[config.mk]
export PLATFORM = sky130hd
export DESIGN_NAME = hs4_chk_ch
export DESIGN_NICKNAME = d
export VERILOG_FILES = /design/src/rtl/hs_chk_pkg.sv /design/src/rtl/hs4_chk_ch.sv
export SDC_FILE = /design/constraint.sdc
export NUM_CORES = 1
export LEC_CHECK = 0
export ABC_CLOCK_PERIOD_IN_PS = 1260
export BUFFER_PORTS_ARGS = -buffer_cell sky130_fd_sc_hd__buf_2
export CORE_MARGIN = 2
export CORE_UTILIZATION = 46
export DETAILED_ROUTE_END_ITERATION = 10
export GPL_ROUTABILITY_DRIVEN = 0
export GPL_TIMING_DRIVEN = 0
export PLACE_DENSITY = 0.7
export SLEW_MARGIN = 20
export SYNTH_ARGS = -nofsm -noshare
export SYNTH_HDL_FRONTEND = slang
export SYNTH_SLANG_ARGS = --single-unit
[constraint.sdc]
create_clock -name i_clk -period 1.26 [get_ports i_clk]
set_input_delay 0.126 -clock i_clk [delete_from_list [all_inputs] [get_ports i_clk]]
set_output_delay 0.126 -clock i_clk [all_outputs]
set_load 0.05 [all_outputs]
[src/rtl/hs_chk_pkg.sv]
// Shared state type and transition helpers for the 4-phase req/ack checker.
// State encodings equal the {req,ack} value expected while in that state.
package hs_chk_pkg;

  typedef enum logic [1:0] {
    IDLE = 2'b00,
    REL  = 2'b01,
    REQ  = 2'b10,
    ACK  = 2'b11
  } t_hs_state;

  // Non-0/1 values fall to the default arm, so X/Z resyncs to IDLE.
  function automatic t_hs_state hs_state_of(input logic [1:0] i_ra);
    case (i_ra)
      2'b01:   return REL;
      2'b10:   return REQ;
      2'b11:   return ACK;
      default: return IDLE;
    endcase
  endfunction

  function automatic t_hs_state hs_next_legal(input t_hs_state i_s);
    case (i_s)
      IDLE:    return REQ;
      REQ:     return ACK;
      ACK:     return REL;
      default: return IDLE;
    endcase
  endfunction

endpackage

[src/rtl/hs4_chk_ch.sv]
// One monitored channel: protocol FSM, per-phase watchdog, sticky flags and
// single-cycle event strobes that feed the shared error counter.
module hs4_chk_ch
  import hs_chk_pkg::*;
#(
  parameter int TOUT   = 100,
  parameter int TOUT_W = 7
) (
  input  logic i_clk,
  input  logic i_rst_n,
  input  logic i_en,
  input  logic i_clr,
  input  logic i_req,
  input  logic i_ack,
  output logic o_done,
  output logic o_err_proto,
  output logic o_err_tout,
  output logic o_ev_proto,
  output logic o_ev_tout
);

  localparam logic [TOUT_W-1:0] LP_LIM    = TOUT_W'(TOUT);
  localparam logic [TOUT_W-1:0] LP_LIM_M1 = TOUT_W'((TOUT == 0) ? 0 : TOUT - 1);

  t_hs_state         r_state;
  logic [TOUT_W-1:0] r_wd;
  logic              r_done;
  logic              r_err_proto;
  logic              r_err_tout;

  logic [1:0] w_ra;
  logic [1:0] w_cur_ra;
  logic [1:0] w_adv_ra;
  t_hs_state  w_state_nxt;
  logic       w_stay;
  logic       w_adv;
  logic       w_chg;
  logic       w_ev_proto;
  logic       w_ev_tout;

  assign w_ra        = {i_req, i_ack};
  assign w_cur_ra    = r_state;
  assign w_adv_ra    = hs_next_legal(r_state);
  assign w_state_nxt = hs_state_of(w_ra);

  // 4-state compares so any X/Z on req/ack is neither a hold nor a legal step.
  assign w_stay     = (w_ra === w_cur_ra);
  assign w_adv      = (w_ra === w_adv_ra);
  assign w_chg      = (w_state_nxt != r_state);
  assign w_ev_proto = i_en && !w_stay && !w_adv;
  assign w_ev_tout  = (TOUT != 0) && i_en && !w_chg && (r_state != IDLE) &&
                      (r_wd == LP_LIM_M1);

  always_ff @(posedge i_clk) begin
    if (!i_rst_n) begin
      r_state     <= IDLE;
      r_wd        <= '0;
      r_done      <= 1'b0;
      r_err_proto <= 1'b0;
      r_err_tout  <= 1'b0;
    end else begin
      r_state     <= w_state_nxt;
      r_done      <= i_en && w_adv && (r_state == REL);
      r_err_proto <= (r_err_proto && !i_clr) || w_ev_proto;
      r_err_tout  <= (r_err_tout && !i_clr) || w_ev_tout;
      // Watchdog parks at the limit so a long stall reports only once.
      if (!i_en || w_chg || (w_state_nxt == IDLE)) r_wd <= '0;
      else if (r_wd != LP_LIM)                     r_wd <= r_wd + TOUT_W'(1);
    end
  end

  assign o_done      = r_done;
  assign o_err_proto = r_err_proto;
  assign o_err_tout  = r_err_tout;
  assign o_ev_proto  = w_ev_proto;
  assign o_ev_tout   = w_ev_tout;

endmodule

==> reports/summary.md, run 1 <==
- 0.00168 mm² — Die ar.
- 2 — Clock Path Buffers
- 0 — initial antenna violation count
- sky130_fd_sc_hd__dfxtp_1, sky130_fd_sc_hd__nand3_1, sky130_fd_sc_hd__a21oi_1, sky130_fd_sc_hd__o21ai_0, sky130_fd_sc_hd__nor3_1 — most frequent cells after synthesis
- 28 — Distinct cells, synth
- 0 — post-cts hold buffer count
- 1 — H-tree level count
- 50.6% — share of layout cells above drive strength 1
- 1130 ps — required arrival time at the worst endpoint
- sky130_fd_sc_hd__dfxtp_1 — most frequently used flop master after synthesis
- r_wd[0] — Critical R2R Launch
- 0 — max-cap violations
- 70.2% — post-layout utilization of the core
- 4 — first-pass iteration count of the detailed router
- i_clr — startpoint of the tightest hold check path
- 38.1% — share of Yosys cell area claimed by the top area cell type
- built — CTS tree
- 5 — critical-path maximum fanout
- 49.1% — initial cell density of the core
- 238 ps — Tightest Pin Transition
- 0% — Async S/R FF share, synth
- 8 — largest net degree at the start of global routing
- sky130_fd_sc_hd__dfxtp_1 — count leader, synth
- 1.85 ps — clock skew after layout
- input pin to register — Hold/Removal Path Class
- 9.14 µm² — Post-Syn Area per Cell
- 12 — number of flip-flops and latches in the synthesized netlist
- 487 µm² — combined area of the multi-input logic cells
- 2 — Finish-stage setup viols
- 41.0 µm — Vert. Die Dim
- 77 — nets in the synthesized netlist
- 0.516 mV — highest ir drop seen on vdd
- 105 — number of fillers in the final layout
- output port — category of the worst setup path capture point
- 0 — count of antenna-violating nets left after detailed routing
- 69 — Gate Count Post-Synth
- 510 — vias in the first global route
- sky130_fd_sc_hd__clkbuf_4 — Root Buffer Master
- 3 — worst hold path depth
- -156 ps — PnR worst setup slack
- 0 — number of hold violations in the final report
- 0.00128 mm² — core box area
- 19.0% — GRT Util Overall
- 11 — number of placed I/O pins
- 0 — antenna diode instance count
- 902 µm² — Post-Layout Inst Area
- 270 ps — worst-skew pair later-pin latency
- true — RSZ-0062 raised after global routing
- register to output port — classification of the worst setup path
- 2.04 mm — first-pass GRT wire length
- 13.7 µm — average routed wire per standard cell
- 12 — clk sinks
- 43.1% — Layout Area Growth over Synthesis
- 5 — count of cells along the worst register-to-register path
- 704 µm² — Area after DPL
- sky130_fd_sc_hd__dfxtp_1 — most area-hungry cell type in the Yosys netlist
- 1290 ps — arrival time of data at the critical path endpoint
- 631 µm² — post-synthesis cell area
- 0 — number of synthesized flops with an enable pin
- o_err_tout — Hold EP
- 0 — total DRC errors in the routed layout
- 706 MHz — highest clock rate
- register — category of the worst setup path launch point
- 60 ps — setup slack on the worst flop-to-flop path
- 112% — Final Cycle Share
- 96 — Nets
- 38.1% — sequential share of the synthesized area
- 1.40 mm — detailed-route wire length
- 0.323 nW — total leakage power
- 10 — count of input and output buffers
- 13 — Site Rows
- 70 ps — clock slew seen by the registers of the worst setup and hold paths
- 566 — total via count in the routed design
- 6 — First DRT Iteration DRCs
- setup timing — violated checks
- 0 — total count of max-transition violations in the final report
- 1420 ps — minimum clock period after layout
- 41.0 µm — die width
- 5.55 — DR vias/cell
- sky130_fd_sc_hd__dfxtp_1, sky130_fd_sc_hd__nand3_1, sky130_fd_sc_hd__xor2_1, sky130_fd_sc_hd__a21oi_1, sky130_fd_sc_hd__ha_1 — largest cells by area after synthesis
- 260 µm² — Reg area
- complete, but fails checks — result of the run
- r_wd[0] — worst reg2reg path endpoint
- 0 — grt ovf
- 0 — Synth warnings
- 3 — TritonCTS Buffers
- 896 mW/mm² — power per standard cell area
- 931 µm — detailed-placement wirelength estimate
- -305 ps — Fin Setup TNS
- 83.7% — remaining max-slew budget at the tightest pin
## state kept, by name, summed over array words and instances (netlist names)
register / cells
r_wd: 7
o_err_tout: 1
o_err_proto: 1
r_state: 2
o_done: 1
## logic make-up (layout without fill, tap and decap cells)
logic type / count (synthesis) / in the layout / synth area share [%]
AND/OR/NAND/NOR: 32 / 32 / 30.6
XOR/XNOR: 5 / 5 / 6.95
AO/OA/AOI/OAI: 13 / 13 / 14.3
multiplexers: 3 / 3 / 4.96
flip-flops: 12 / 12 / 38.1
adder cells (fa/ha/maj): 2 / 2 / 3.97
buffers and inverters: 2 / 20 / 1.19
## area by class of cell
type                            count  share of cell area [%]
Tap cell                           15                    2.08
Sequential cell                    12                    28.8
Timing Repair Buffer               14                    10.3
Multi-Input combinational cell     55                    54.0
Clock buffer                        4                    4.02
Inverter                            2                   0.832
## critical path, cell delays in order (launching register included)
cell and delay, ps:
sky130_fd_sc_hd__dfxtp_4 370, sky130_fd_sc_hd__xnor2_2 240, sky130_fd_sc_hd__nand3_1 140, sky130_fd_sc_hd__nor2_2 110
sky130_fd_sc_hd__buf_6 160
## through the flow
stage	total power [W]	worst slack, ps	cells	hold slack, ps
floorplan	0.000455	-119	69	203
global placement	0.000480	-186	94	390
detailed placement	0.000482	-180	94	415
CTS	0.000798	-190	101	122
global route	0.000842	-211	102	148
finish	0.000808	-156	102	138
## worst max-delay path by stage
stage                     from    endpoint  slack [ps]  depth (start not counted)
floorplan              r_wd[3]   o_ev_tout        -120                          3
global placement       r_wd[3]   o_ev_tout        -190                          4
detailed placement     r_wd[3]   o_ev_tout        -180                          4
CTS                 r_state[1]  o_ev_proto        -190                          4
global route        r_state[1]   o_ev_tout        -210                          4
finish              r_state[1]   o_ev_tout        -160                          4
## timing repair
item	in CTS	in global routing
endpoints found under the setup margin	3	9
setup buffers	3	1
cloned	0	0
pin swaps	1	1
resized for setup	19	13
## report_power, final
part	internal, W	switching (W)	leakage (nW)
combinational	0.0000546	0.0000613	0.200
clock	0.000176	0.000129	0.0210
sequential	0.000380	0.00000783	0.102
## routing by layer
metal / up-vias / GRT usage (%) / part of all wire [%]
li1: 293 / - / -
met1: 260 / 21.0 / 45
met2: 11 / 34.0 / 50
met3: 2 / 4.89 / 3.6
met4: 0 / 7.50 / 1.5
met5: - / 0 / 0
## placed cells by master, fill, tap and decap left out, drive strengths merged, types with 2 or more instances in the layout
| cell | instances |
|---|---|
| xnor2 | 2 |
| xor2 | 3 |
| a21oi | 5 |
| clkbuf | 4 |
| nor2b | 2 |
| nand3 | 7 |
| mux2i | 2 |
| nor3 | 4 |
| and2 | 2 |
| or3 | 2 |
| inv | 2 |
| o21ai | 5 |
| nand3b | 2 |
| ha | 2 |
| nand2 | 3 |
| buf | 14 |
| nor2 | 3 |
| dfxtp | 12 |
Note: power is estimated with default switching activity, not from simulation.
==> run 2: changes to the inputs <==
Settings changed: PLACE_DENSITY 0.7 to 0.74, SETUP_SLACK_MARGIN set to 0.1.
==> reports/summary.md, run 2 (synthesis gave the netlist of run 1 again) <==
- complete, but fails checks — result of the run
- setup timing — violated checks
- 0.00168 mm² — Die ar.
- 0.803 mV — highest ir drop seen on vdd
- sky130_fd_sc_hd__buf_2 — most common cell after layout, fill and taps aside
- 0 — grt ovf
- 0.000205 W — switching power summed over all nets
- mux2_4 -> mux2i_4 -> nor2b_4 -> buf_6 — chain of cells forming the critical path
- r_wd[4] — worst reg2reg path endpoint
- 13.9 µm — average routed wire per standard cell
- 0 — count of antenna-violating nets left after detailed routing
- 10 — count of input and output buffers
- 76.4% — remaining max-slew budget at the tightest pin
- 2.19 mm — first-pass GRT wire length
- 0 — total count of max-transition violations in the final report
- 21.2% — GRT Util Overall
- 96 — Nets
- 0 — initial antenna violation count
- 0 — total DRC errors in the routed layout
- 43.7% — share of layout cells above drive strength 1
- o_err_proto — Hold EP
- 0 — number of hold violations in the final report
- 38.4% — clock share of power
- 5.68 — DR vias/cell
- r_wd — Biggest register
- 12 — clk sinks
- 41.0 µm — Vert. Die Dim
- i_clr — startpoint of the tightest hold check path
- 8 — largest net degree at the start of global routing
- 2 — first-pass iteration count of the detailed router
- 956 µm — detailed-placement wirelength estimate
- 14.0% — power share of the combinational group
- 47.5% — Seq pwr share
- 0.000812 W — overall power consumption
- 0.322 nW — total leakage power
- sky130_fd_sc_hd__clkbuf_4 — Root Buffer Master
- -112 ps — worst setup slack after placement
- register to output port — classification of the worst setup path
- 3 — TritonCTS Buffers
- 290 ps — worst-skew pair later-pin latency
- 11 — number of placed I/O pins
- 70 ps — clock slew seen by the registers of the worst setup and hold paths
- 579 — total via count in the routed design
- 1440 ps — minimum clock period after layout
- 49.1% — initial cell density of the core
- 370 ps — CP max stage delay
- r_state[0] — Critical R2R Launch
- 0.00128 mm² — core box area
- output port — category of the worst setup path capture point
- 694 MHz — highest clock rate
- 1130 ps — required arrival time at the worst endpoint
- 2 — Clock Path Buffers
- 25.2% — net switching share of the total power
- 510 — vias in the first global route
- true — RSZ-0062 raised after global routing
- multiplexers — dominant delay contributor by cell family on the critical path
- 7 — First DRT Iteration DRCs
- 0 — max-cap violations
- 3 — Finish-stage setup viols
- 5.77 ps — clock skew after layout
- register — category of the worst setup path launch point
- built — CTS tree
- 1 — H-tree level count
- 7 — max FFs per register
- 0.000607 W — internal power consumption
- 3 — worst hold path depth
- 929 mW/mm² — power per standard cell area
- 1.41 mm — detailed-route wire length
- 1 — crit path buf inv count
- 0 — antenna diode instance count
- 5 — critical-path maximum fanout
- input pin to register — Hold/Removal Path Class
- 354 ps — Tightest Pin Transition
- r_wd (7), r_state (2) — Regs by FF count
- -181 ps — PnR worst setup slack
- sky130_fd_sc_hd__dfxtp_4 — master of the slowest instance on the critical path
- 1310 ps — arrival time of data at the critical path endpoint
- 0 ps — setup slack on the worst flop-to-flop path
- 114% — Final Cycle Share
- 4 — count of cells along the worst register-to-register path
- 38.7% — Layout Area Growth over Synthesis
- 41.0 µm — die width
- 13 — Site Rows
==> run 2: how the worst max path moves through the flow <==
stage | startpoint | end | slack (ps) | cells past startpoint
4_1_cts | r_state[1] | o_ev_proto | -190 | 4
3_3_place_gp | r_wd[3] | o_ev_tout | -90 | 4
3_5_place_dp | r_state[1] | o_ev_tout | -110 | 4
6_report | r_state[1] | o_ev_proto | -180 | 4
2_1_floorplan | r_wd[3] | o_ev_tout | 80 | 3
5_1_grt | r_wd[6] | o_ev_tout | -210 | 4
==> run 2: worst min-delay path, stage by stage <==
cell and delay (ps):
sky130_fd_sc_hd__buf_2 80, sky130_fd_sc_hd__nand3b_1 90, sky130_fd_sc_hd__o21ai_0 70
==> run 2: routing by layer <==
metal  GRT usage, %  share of wire, %  vias up
li1               -                 -      294
met1           23.7                41      270
met2           33.6                52        9
met3           9.78               4.2        6
met4           10.0               2.2        0
met5              0                 0        -
==> run 2: power groups by stage <==
| stage | clock network [W] | registers [W] | logic, W |
|---|---|---|---|
| after floorplan | 0 | 0.000411 | 0.0000475 |
| after global placement | 0 | 0.000403 | 0.0000803 |
| after detailed placement | 0 | 0.000403 | 0.0000827 |
| after CTS | 0.000325 | 0.000389 | 0.000105 |
| after global routing | 0.000342 | 0.000387 | 0.000121 |
| final | 0.000312 | 0.000386 | 0.000114 |
==> run 2: what timing repair did <==
action                     in CTS  in global routing
pin swaps                       2                  0
setup endpoints to repair      11                 10
setup buffers                   3                  1
hold buffers                    0                  0
resized for setup              17                  5
==> run 2: metrics by stage <==
step                      std cells  utilization, %  instance area [µm²]  hold WS [ps]  TNS (ps)
after floorplan                  69               -                  656           203         0
after global placement           94            56.4                  724           391      -116
after detailed placement         94            56.4                  724           395      -156
after CTS                       101            65.6                  843           117      -378
after global routing            102            68.1                  875           123      -770
final                           102            68.1                  875           131      -324
==> run 2: cell type report <==
type / count / area (µm²)
flip-flops and latches: 12 / 262
well taps: 15 / 18.8
clock buffers: 4 / 36.3
repair buffers: 14 / 92.6
multi-input cells: 55 / 458
inverters: 2 / 7.51
fillers: 105 / 410
